**src/rtl/fifo_pkg.sv**
```systemverilog
// Shared definitions for the synchronous FIFO slice.
// Holds the default geometry (data/address width), the read-mode
// encodings used by the FWFT parameter, and the request-combination
// enum used when updating the occupancy count.
package fifo_pkg;

    // Default geometry: 4-bit words, 4-entry storage.
    localparam int DW_DEFAULT = 4;
    localparam int AW_DEFAULT = 2;

    // Read-mode encodings for the FWFT parameter.
    localparam int FWFT_STD = 0;  // registered read, one cycle after the request
    localparam int FWFT_ON  = 1;  // head word always presented on dat_o

    // Combination of accepted operations in one cycle, {write, read}.
    typedef enum logic [1:0] {
        OP_IDLE  = 2'b00,
        OP_READ  = 2'b01,
        OP_WRITE = 2'b10,
        OP_BOTH  = 2'b11
    } fifo_op_e;

endpackage

```
**src/rtl/fifo_mem.sv**
```systemverilog
// FIFO storage array: 2**AW words of DW bits.
// One synchronous write port and one asynchronous (combinational) read
// port. Contents are never reset.
//
// Ports:
//   clk_i  - clock, writes occur on its rising edge
//   we     - write enable
//   waddr  - write address
//   wdata  - write data
//   raddr  - read address
//   rdata  - read data, combinational from raddr
module fifo_mem
    import fifo_pkg::*;
#(
    parameter int DW = DW_DEFAULT,
    parameter int AW = AW_DEFAULT
) (
    input  logic          clk_i,
    input  logic          we,
    input  logic [AW-1:0] waddr,
    input  logic [DW-1:0] wdata,
    input  logic [AW-1:0] raddr,
    output logic [DW-1:0] rdata
);

    logic [DW-1:0] mem [2**AW];

    always_ff @(posedge clk_i) begin
        if (we) begin
            mem[waddr] <= wdata;
        end
    end

    assign rdata = mem[raddr];

endmodule

```
**src/rtl/fifo_sync.sv**
```systemverilog
// Single-clock FIFO with registered status flags, sticky overflow and
// underflow indicators, and a selectable read mode (standard registered
// read or first-word-fall-through).
//
// Ports:
//   clk_i   - clock, all state updates on the rising edge
//   rst_i   - synchronous active-high reset
//   dat_i   - write data
//   wen     - write request (refused while full)
//   ren     - read request (refused while empty)
//   clr_err - clears the sticky ovf/udf flags
//   dat_o   - read data
//   full    - count == 2**AW
//   empty   - count == 0
//   afull   - count >= AFULL_TH
//   aempty  - count <= AEMPTY_TH
//   count   - number of stored words, 0..2**AW
//   ovf     - sticky: write attempted while full
//   udf     - sticky: read attempted while empty
module fifo_sync
    import fifo_pkg::*;
#(
    parameter int DW        = DW_DEFAULT,
    parameter int AW        = AW_DEFAULT,
    parameter int AFULL_TH  = 3,
    parameter int AEMPTY_TH = 1,
    parameter int FWFT      = FWFT_STD
) (
    input  logic          clk_i,
    input  logic          rst_i,
    input  logic [DW-1:0] dat_i,
    input  logic          wen,
    input  logic          ren,
    input  logic          clr_err,
    output logic [DW-1:0] dat_o,
    output logic          full,
    output logic          empty,
    output logic          afull,
    output logic          aempty,
    output logic [AW:0]   count,
    output logic          ovf,
    output logic          udf
);

    localparam logic [AW:0] DEPTH_C   = (AW+1)'(2**AW);
    localparam logic [AW:0] AFULL_C   = (AW+1)'(AFULL_TH);
    localparam logic [AW:0] AEMPTY_C  = (AW+1)'(AEMPTY_TH);
    localparam logic [AW:0] ONE_C     = (AW+1)'(1);

    // Pointers carry one extra wrap bit; only the low AW bits address memory.
    logic [AW:0]   wptr;
    logic [AW:0]   rptr;
    logic [AW:0]   rptr_next;
    logic [AW:0]   count_next;
    logic          wr_acc;
    logic          rd_acc;
    logic [AW-1:0] mem_raddr;
    logic [DW-1:0] mem_rdata;
    logic [DW-1:0] head_next;

    fifo_mem #(
        .DW (DW),
        .AW (AW)
    ) u_mem (
        .clk_i (clk_i),
        .we    (wr_acc),
        .waddr (wptr[AW-1:0]),
        .wdata (dat_i),
        .raddr (mem_raddr),
        .rdata (mem_rdata)
    );

    always_comb begin
        wr_acc     = wen & ~full;
        rd_acc     = ren & ~empty;
        rptr_next  = rd_acc ? rptr + ONE_C : rptr;
        count_next = count;
        case (fifo_op_e'({wr_acc, rd_acc}))
            OP_WRITE: count_next = count + ONE_C;
            OP_READ:  count_next = count - ONE_C;
            default:  count_next = count;
        endcase
    end

    // Standard mode reads the word being popped; fall-through mode looks
    // ahead to the word that will be at the head after this edge.
    assign mem_raddr = (FWFT != 0) ? rptr_next[AW-1:0] : rptr[AW-1:0];

    // The new head may be the word written on this very edge (FIFO was
    // empty, or a one-deep remainder was just popped), which is not yet in
    // memory, so it is forwarded from dat_i.
    assign head_next = (wr_acc && (wptr[AW-1:0] == rptr_next[AW-1:0])) ? dat_i : mem_rdata;

    always_ff @(posedge clk_i) begin
        if (rst_i) begin
            wptr   <= '0;
            rptr   <= '0;
            count  <= '0;
            full   <= 1'b0;
            empty  <= 1'b1;
            afull  <= 1'b0;
            aempty <= 1'b1;
            ovf    <= 1'b0;
            udf    <= 1'b0;
        end else begin
            if (wr_acc) begin
                wptr <= wptr + ONE_C;
            end
            rptr   <= rptr_next;
            count  <= count_next;
            full   <= (count_next == DEPTH_C);
            empty  <= (count_next == '0);
            afull  <= (count_next >= AFULL_C);
            aempty <= (count_next <= AEMPTY_C);
            // A new error event wins over a simultaneous clear.
            ovf    <= (wen & full)  | (ovf & ~clr_err);
            udf    <= (ren & empty) | (udf & ~clr_err);
        end
    end

    always_ff @(posedge clk_i) begin
        if (rst_i) begin
            dat_o <= '0;
        end else if (FWFT != 0) begin
            // Holds the last value once the FIFO drains.
            if (count_next != '0) begin
                dat_o <= head_next;
            end
        end else if (rd_acc) begin
            dat_o <= mem_rdata;
        end
    end

    // Pointer distance always equals the stored word count.
    assert property (@(posedge clk_i) disable iff (rst_i) ((wptr - rptr) == count));

endmodule
```
**config.mk**
```make
export PLATFORM = sky130hd
export DESIGN_NAME = fifo_sync
export DESIGN_NICKNAME = d
export VERILOG_FILES = /design/src/rtl/fifo_pkg.sv /design/src/rtl/fifo_mem.sv /design/src/rtl/fifo_sync.sv
export SDC_FILE = /design/constraint.sdc
export NUM_CORES = 1
export LEC_CHECK = 0
export ABC_AREA = 1
export ABC_CLOCK_PERIOD_IN_PS = 1840
export CORE_MARGIN = 2
export CORE_UTILIZATION = 52
export DETAILED_ROUTE_END_ITERATION = 12
export PLACE_DENSITY = 0.77
export SETUP_SLACK_MARGIN = 0.3
export SLEW_MARGIN = 20
export SYNTH_ARGS = -nofsm -noshare
export SYNTH_HDL_FRONTEND = slang
export SYNTH_SLANG_ARGS = --single-unit
```
**constraint.sdc**
```tcl
create_clock -name clk_i -period 1.84 [get_ports clk_i]
set_input_delay 0.368 -clock clk_i [delete_from_list [all_inputs] [get_ports clk_i]]
set_output_delay 0.368 -clock clk_i [all_outputs]
set_load 0.05 [all_outputs]
```
# ---- After elaboration in Yosys (flattened, before gate mapping)
# Memories as Yosys holds them, arrays and structs flattened. A register that Yosys moved wholly into a read port is not among the register bits.
# Cells that the tools add are included.
dict set report op_classes {
  addsub 4
  n_lt_le_gt_ge 2
  n_eq_ne 3
  mux 3
  bitwise 11
  reduce_logical 1
}
# operator count
set op_table {}
lappend op_table {{$add 3x1->3 const B} 3}
lappend op_table {{$and 1x1->1} 6}
lappend op_table {{$pmux 3 s2} 1}
lappend op_table {{$eq 3x3->1 const B} 1}
lappend op_table {{$ge 3x2->1 const B} 1}
lappend op_table {{$le 3x1->1 const B} 1}
lappend op_table {{$logic_not 3->1} 1}
lappend op_table {{$not 1->1} 3}
lappend op_table {{$sub 3x1->3 const B} 1}
lappend op_table {{$eq 2x1->1 const B} 1}
lappend op_table {{$eq 2x2->1 const B} 1}
lappend op_table {{$mux 1} 2}
lappend op_table {{$or 1x1->1} 2}
dict set report totals {
  regBits 15
  mem_bits_rw 16
  in_bits 9
  output_inout_bits 13
  wordCells 34
  mem_count 1
}
# name depth word_bits read_ports rd_ports_with_merged_regs wr line_no
set memory_table {}
lappend memory_table {u_mem.mem 4 4 1 1 1 fifo_mem.sv:26} ;# logic [DW-1:0] mem [2**AW];

# ---- Logic depth before layout (Yosys ltp)
dict set report depth {
  depth_word 5
  ltp_mapped 11
  depth_no_buf 10
}

# ---- Hierarchy
# Synthesis repeated with hierarchy kept, for this count alone.
dict set report unflattened {
  cells_unflattened 158
  hier_area_um2 1403.8
}
# module n_inst cells_per_inst area_per_inst_um2 seq_area_each_um2
set modules_own_cells {}
lappend modules_own_cells {fifo_mem 1 70 708.2 480.5}
lappend modules_own_cells {fifo_sync 1 88 695.7 340.3}

# ---- Worst setup path after synthesis
# Ideal clock, no wire load.
dict set report synth_path {
  kind {reg2reg}
  from {register empty}
  to {register afull}
  setup_ns 0.119
  t_arrival_ns 1.895
  required_time_ns 1.721
  setup_slack_ns -0.173
  stages_incl_launch_ff 11
  n_path_buf 1
  period_less_slack_ns 2.013
  path_cell_list {dfxtp_1 nor2_2 buf_6 ha_1 fa_1 inv_1 nand2_1 nand3_1 nand2_1 nand3_1 nand2_1}
}
dict set report synth_via {
  elab_chain_cells 5
  word_cells_on_any_way 6
  classes_between {order compare: 1; eq/ne: 2; mux: 1; bitwise: 2}
}
# element line_no
set synth_lines {}
lappend synth_lines {{from (decl)} fifo_sync.sv:37} ;# output logic empty,
lappend synth_lines {{from (signal assigned)} fifo_sync.sv:112} ;# empty <= (count_next == '0);
lappend synth_lines {{$not 1->1 *} fifo_sync.sv:75} ;# rd_acc = ren & ~empty;
lappend synth_lines {{$and 1x1->1 *} fifo_sync.sv:75}
lappend synth_lines {{via rd_acc} fifo_sync.sv:56} ;# logic rd_acc;
lappend synth_lines {{$eq 2x1->1 / $eq 2x2->1 (equally long branches)} fifo_sync.sv:78} ;# case (fifo_op_e'({wr_acc, rd_acc}))
lappend synth_lines {{$pmux 3 s2 *} fifo_sync.sv:78}
lappend synth_lines {{$ge 3x2->1 *} fifo_sync.sv:113} ;# afull <= (count_next >= AFULL_C);
lappend synth_lines {{to (signal assigned)} fifo_sync.sv:113}
lappend synth_lines {{to (decl)} fifo_sync.sv:38} ;# output logic afull,
# Mark *: on every way through the listed nets, which the timed path passes. The rest lies on a longest branch.
# A chain may end at the register's enable or synchronous reset.

# ---- Final worst setup path
dict set report layout_path {
  from {register full}
  to {register afull}
}
dict set report layout_via {
  elab_chain_cells 5
  word_cells_on_any_way 6
  classes_between {order compare: 1; eq/ne: 2; mux: 1; bitwise: 2}
}
# element line_no
set layout_lines {}
lappend layout_lines {{from (decl)} fifo_sync.sv:36} ;# output logic full,
lappend layout_lines {{from (signal assigned)} fifo_sync.sv:111} ;# full <= (count_next == DEPTH_C);
lappend layout_lines {{$not 1->1 *} fifo_sync.sv:74} ;# wr_acc = wen & ~full;
lappend layout_lines {{$and 1x1->1 *} fifo_sync.sv:74}
lappend layout_lines {{$eq 2x1->1 / $eq 2x2->1 (equally long branches)} fifo_sync.sv:78}
lappend layout_lines {{$pmux 3 s2 *} fifo_sync.sv:78}
lappend layout_lines {{$ge 3x2->1 *} fifo_sync.sv:113}
# Every way passes the cells marked *; elsewhere a longest branch is shown, timed or not.

==> impl_results.md <==
* Outcome: complete, no violations
* Leading area contributor after synthesis: edfxtp_1
* Endpoints failing setup at 0
* First-pass GRT wire length at 4190 um
* Peak supply drop at 0.895 mV
* Share of the synthesized area in the top cell type at 33.0%
* Clock sink count at 33
* Via Count at 1066
* HPWL Detailed at 1870 um
* Buffers added on ports at 21
* Synth Area in Compound Gates at 2.06%
* I/O Pins at 22
* Area grow syn2layout at 26.4%
* RSZ-0062 raised after global routing: true
* Final core occ at 67.9%
* Routability Congestion at 0.804
* Most frequent cells in the layout: nand2_1, inv_1, nor2_1, buf_4, edfxtp_1
* Clk_skew at 6.78 ps
* Die area at 0.00324 sq mm
* Sequential fraction of the synthesis area at 56.4%
* Synthesized-area fraction occupied by adder cells at 5.67%
* Final WL at 2620 um
* DRT antenna net count at 0
* Largest net degree at the start of global routing at 12
* Tcrit/Tclk final at 86.7%
* Final Non-Filler Cells at 231
* Max-Cap Viols at 0
* Setup crit end kind: register
* Register bit count reported by yosys at 33
* Core outline area at 0.00271 sq mm
* Largest family of logic cells by synthesized area: simple AND/OR/NAND/NOR gates
* Number of inserted diodes at 0
* Fraction of layout cells with a size suffix above 1 at 27.0%
* Mux cell area share after synthesis at 0%
* Total CTS buffers at 5
* Headroom to the max-slew limit at 75.7%
* Worst skew pair latency at 330 ps
* Min cycle time layout at 1590 ps
* Cts-stage hold buffer count at 0
* Critical Path RT at 2120 ps
* Drc violations at 0
* Grt total ovfl at 0
* Vias in the first global route at 1013
* Die Y at 56.9 um
* Starting Density at 53.7%
* Post-Synth XOR/XNOR Area at 0.602%
* Wire per inst at 11.3 um
* Yosys cell types at 18
* Min Hold Slack at 439 ps
* Standard-cell rows at 19
* Gr usage total at 17.5%
* Synthesized area per cell at 8.82 sq um
* Initial antenna violation count at 0
* TritonCTS clock tree: yes
* Synth Instances at 165
* CP Class: reg2reg
* Top cells by area, synth: edfxtp_1, dfxtp_1, nand2_1
* Commonest non-fill, non-tap cell in the layout: nand2_1
* Critical path arrival at 1870 ps
* Initial DRC Count at 36
* Ys Warns at 0
* Power Density at 1100 mW/mm^2
* DRT Pass-1 Iters at 4
* Max Root-Sink Buffers at 2
* Worst Hold Class: in2reg
* DR vias/cell at 4.61
* F_max at 0.627 GHz
* Mapped Area at 0.00146 sq mm
* Dpl cells at 219
* Die Width at 56.9 um
* Crit-path max FO at 2
* H-Tree Depth at 2
* CTS Root Cell: clkbuf_4
* Setup_tns at 0 ps
* Slew @ Worst Pin at 364 ps
* Final net count at 214
* Final Slew Violations at 0
* Clock Pin Slew Worst Setup and Hold Paths at 100 ps
* Post-Synth Simple-Gate Area at 24.3%
* Final Hold Violating Endpoints at 0
* Crit start category: register
* Syn Nets at 180
* Leakage power at 0.843 nW
* Fill cells at 219
## cells by family (layout without fill, tap and decap cells)
logic type | after synthesis | after routing
AND/OR/NAND/NOR | 83 | 83
buffers and inverters | 36 | 71
flip-flops | 33 | 33
adder cells (fa/ha/maj) | 6 | 6
AO/OA/AOI/OAI | 6 | 6
XOR/XNOR | 1 | 1
## path summary, 6_finish.rpt
check / cells after the start / endpoint / slack [ps] / start
setup / recovery: 10 / afull / 250 / full
hold / removal: 3 / udf / 440 / ren
setup reg to reg: 10 / afull / 250 / full
hold reg to reg: 2 / ovf / 470 / ovf
## report_power, final
part	leakage, nW	switching [mW]	internal, mW
clock	0.0300	0.238	0.138
sequential	0.288	0.0677	0.867
combinational	0.524	0.467	0.251
total	0.843	0.773	1.26
## registers in the layout (all words and copies together) (netlist names)
register,count
udf,1
count,3
dat_o,4
empty,1
u_mem.mem,16
full,1
ovf,1
aempty,1
afull,1
rptr,2
wptr,2
## stage by stage
step / setup slack (ps) / power (mW) / area [sq um]
4_1_cts: 261 / 2.01 / 1800
3_3_place_gp: -247 / 1.60 / 1730
2_1_floorplan: 176 / 1.44 / 1500
5_1_grt: 168 / 2.15 / 1840
6_report: 245 / 2.03 / 1840
3_5_place_dp: -284 / 1.62 / 1730
## critical path, cell delays in order, from the launching register on
cell and delay, ps:
dfxtp_4 360, inv_2 60, nand2_4 50, ha_4 160, fa_2 520, nand2_2 60, nand2_2 80, inv_2 50
nor2_2 80, nand2_1 50, nand2_1 60
## synthesized netlist by cell type
cell type,count
ha_1,5
buf_2,1
dfxtp_1,17
inv_2,2
a21oi_1,4
or2_0,4
nand2_2,2
fa_1,1
inv_1,30
nand4_1,2
edfxtp_1,16
nor2_1,25
nand2_1,35
nand3_1,12
buf_6,3
o21ai_0,2
xor2_1,1
nor2_2,3
## cell type report
cell class                 count  area [sq um]  share of cell area (%)
clock buffer                   5          37.5                    2.04
clock inverter                 3          12.5                   0.680
inverter                      32           120                    6.53
multi-input combinational     96           538                    29.3
sequential                    33           831                    45.2
tap                           31          38.8                    2.11
timing repair buffer          31           262                    14.2
## routing by layer
metal / vias to the layer above / wire length (um) / global-route usage [%]
met5: - / 0 / 0
met4: 0 / 51 / 8.97
met3: 5 / 100 / 6.68
met2: 17 / 1300 / 28.2
met1: 471 / 1170 / 20.1
li1: 573 / - / -
## timing repair
action                     in CTS  in global routing
pin swaps                       3                  5
buffers inserted                2                  2
gates resized for setup        15                  8
setup endpoints to repair       9                  5
No activity file was read; power rests on OpenSTA's default activity.
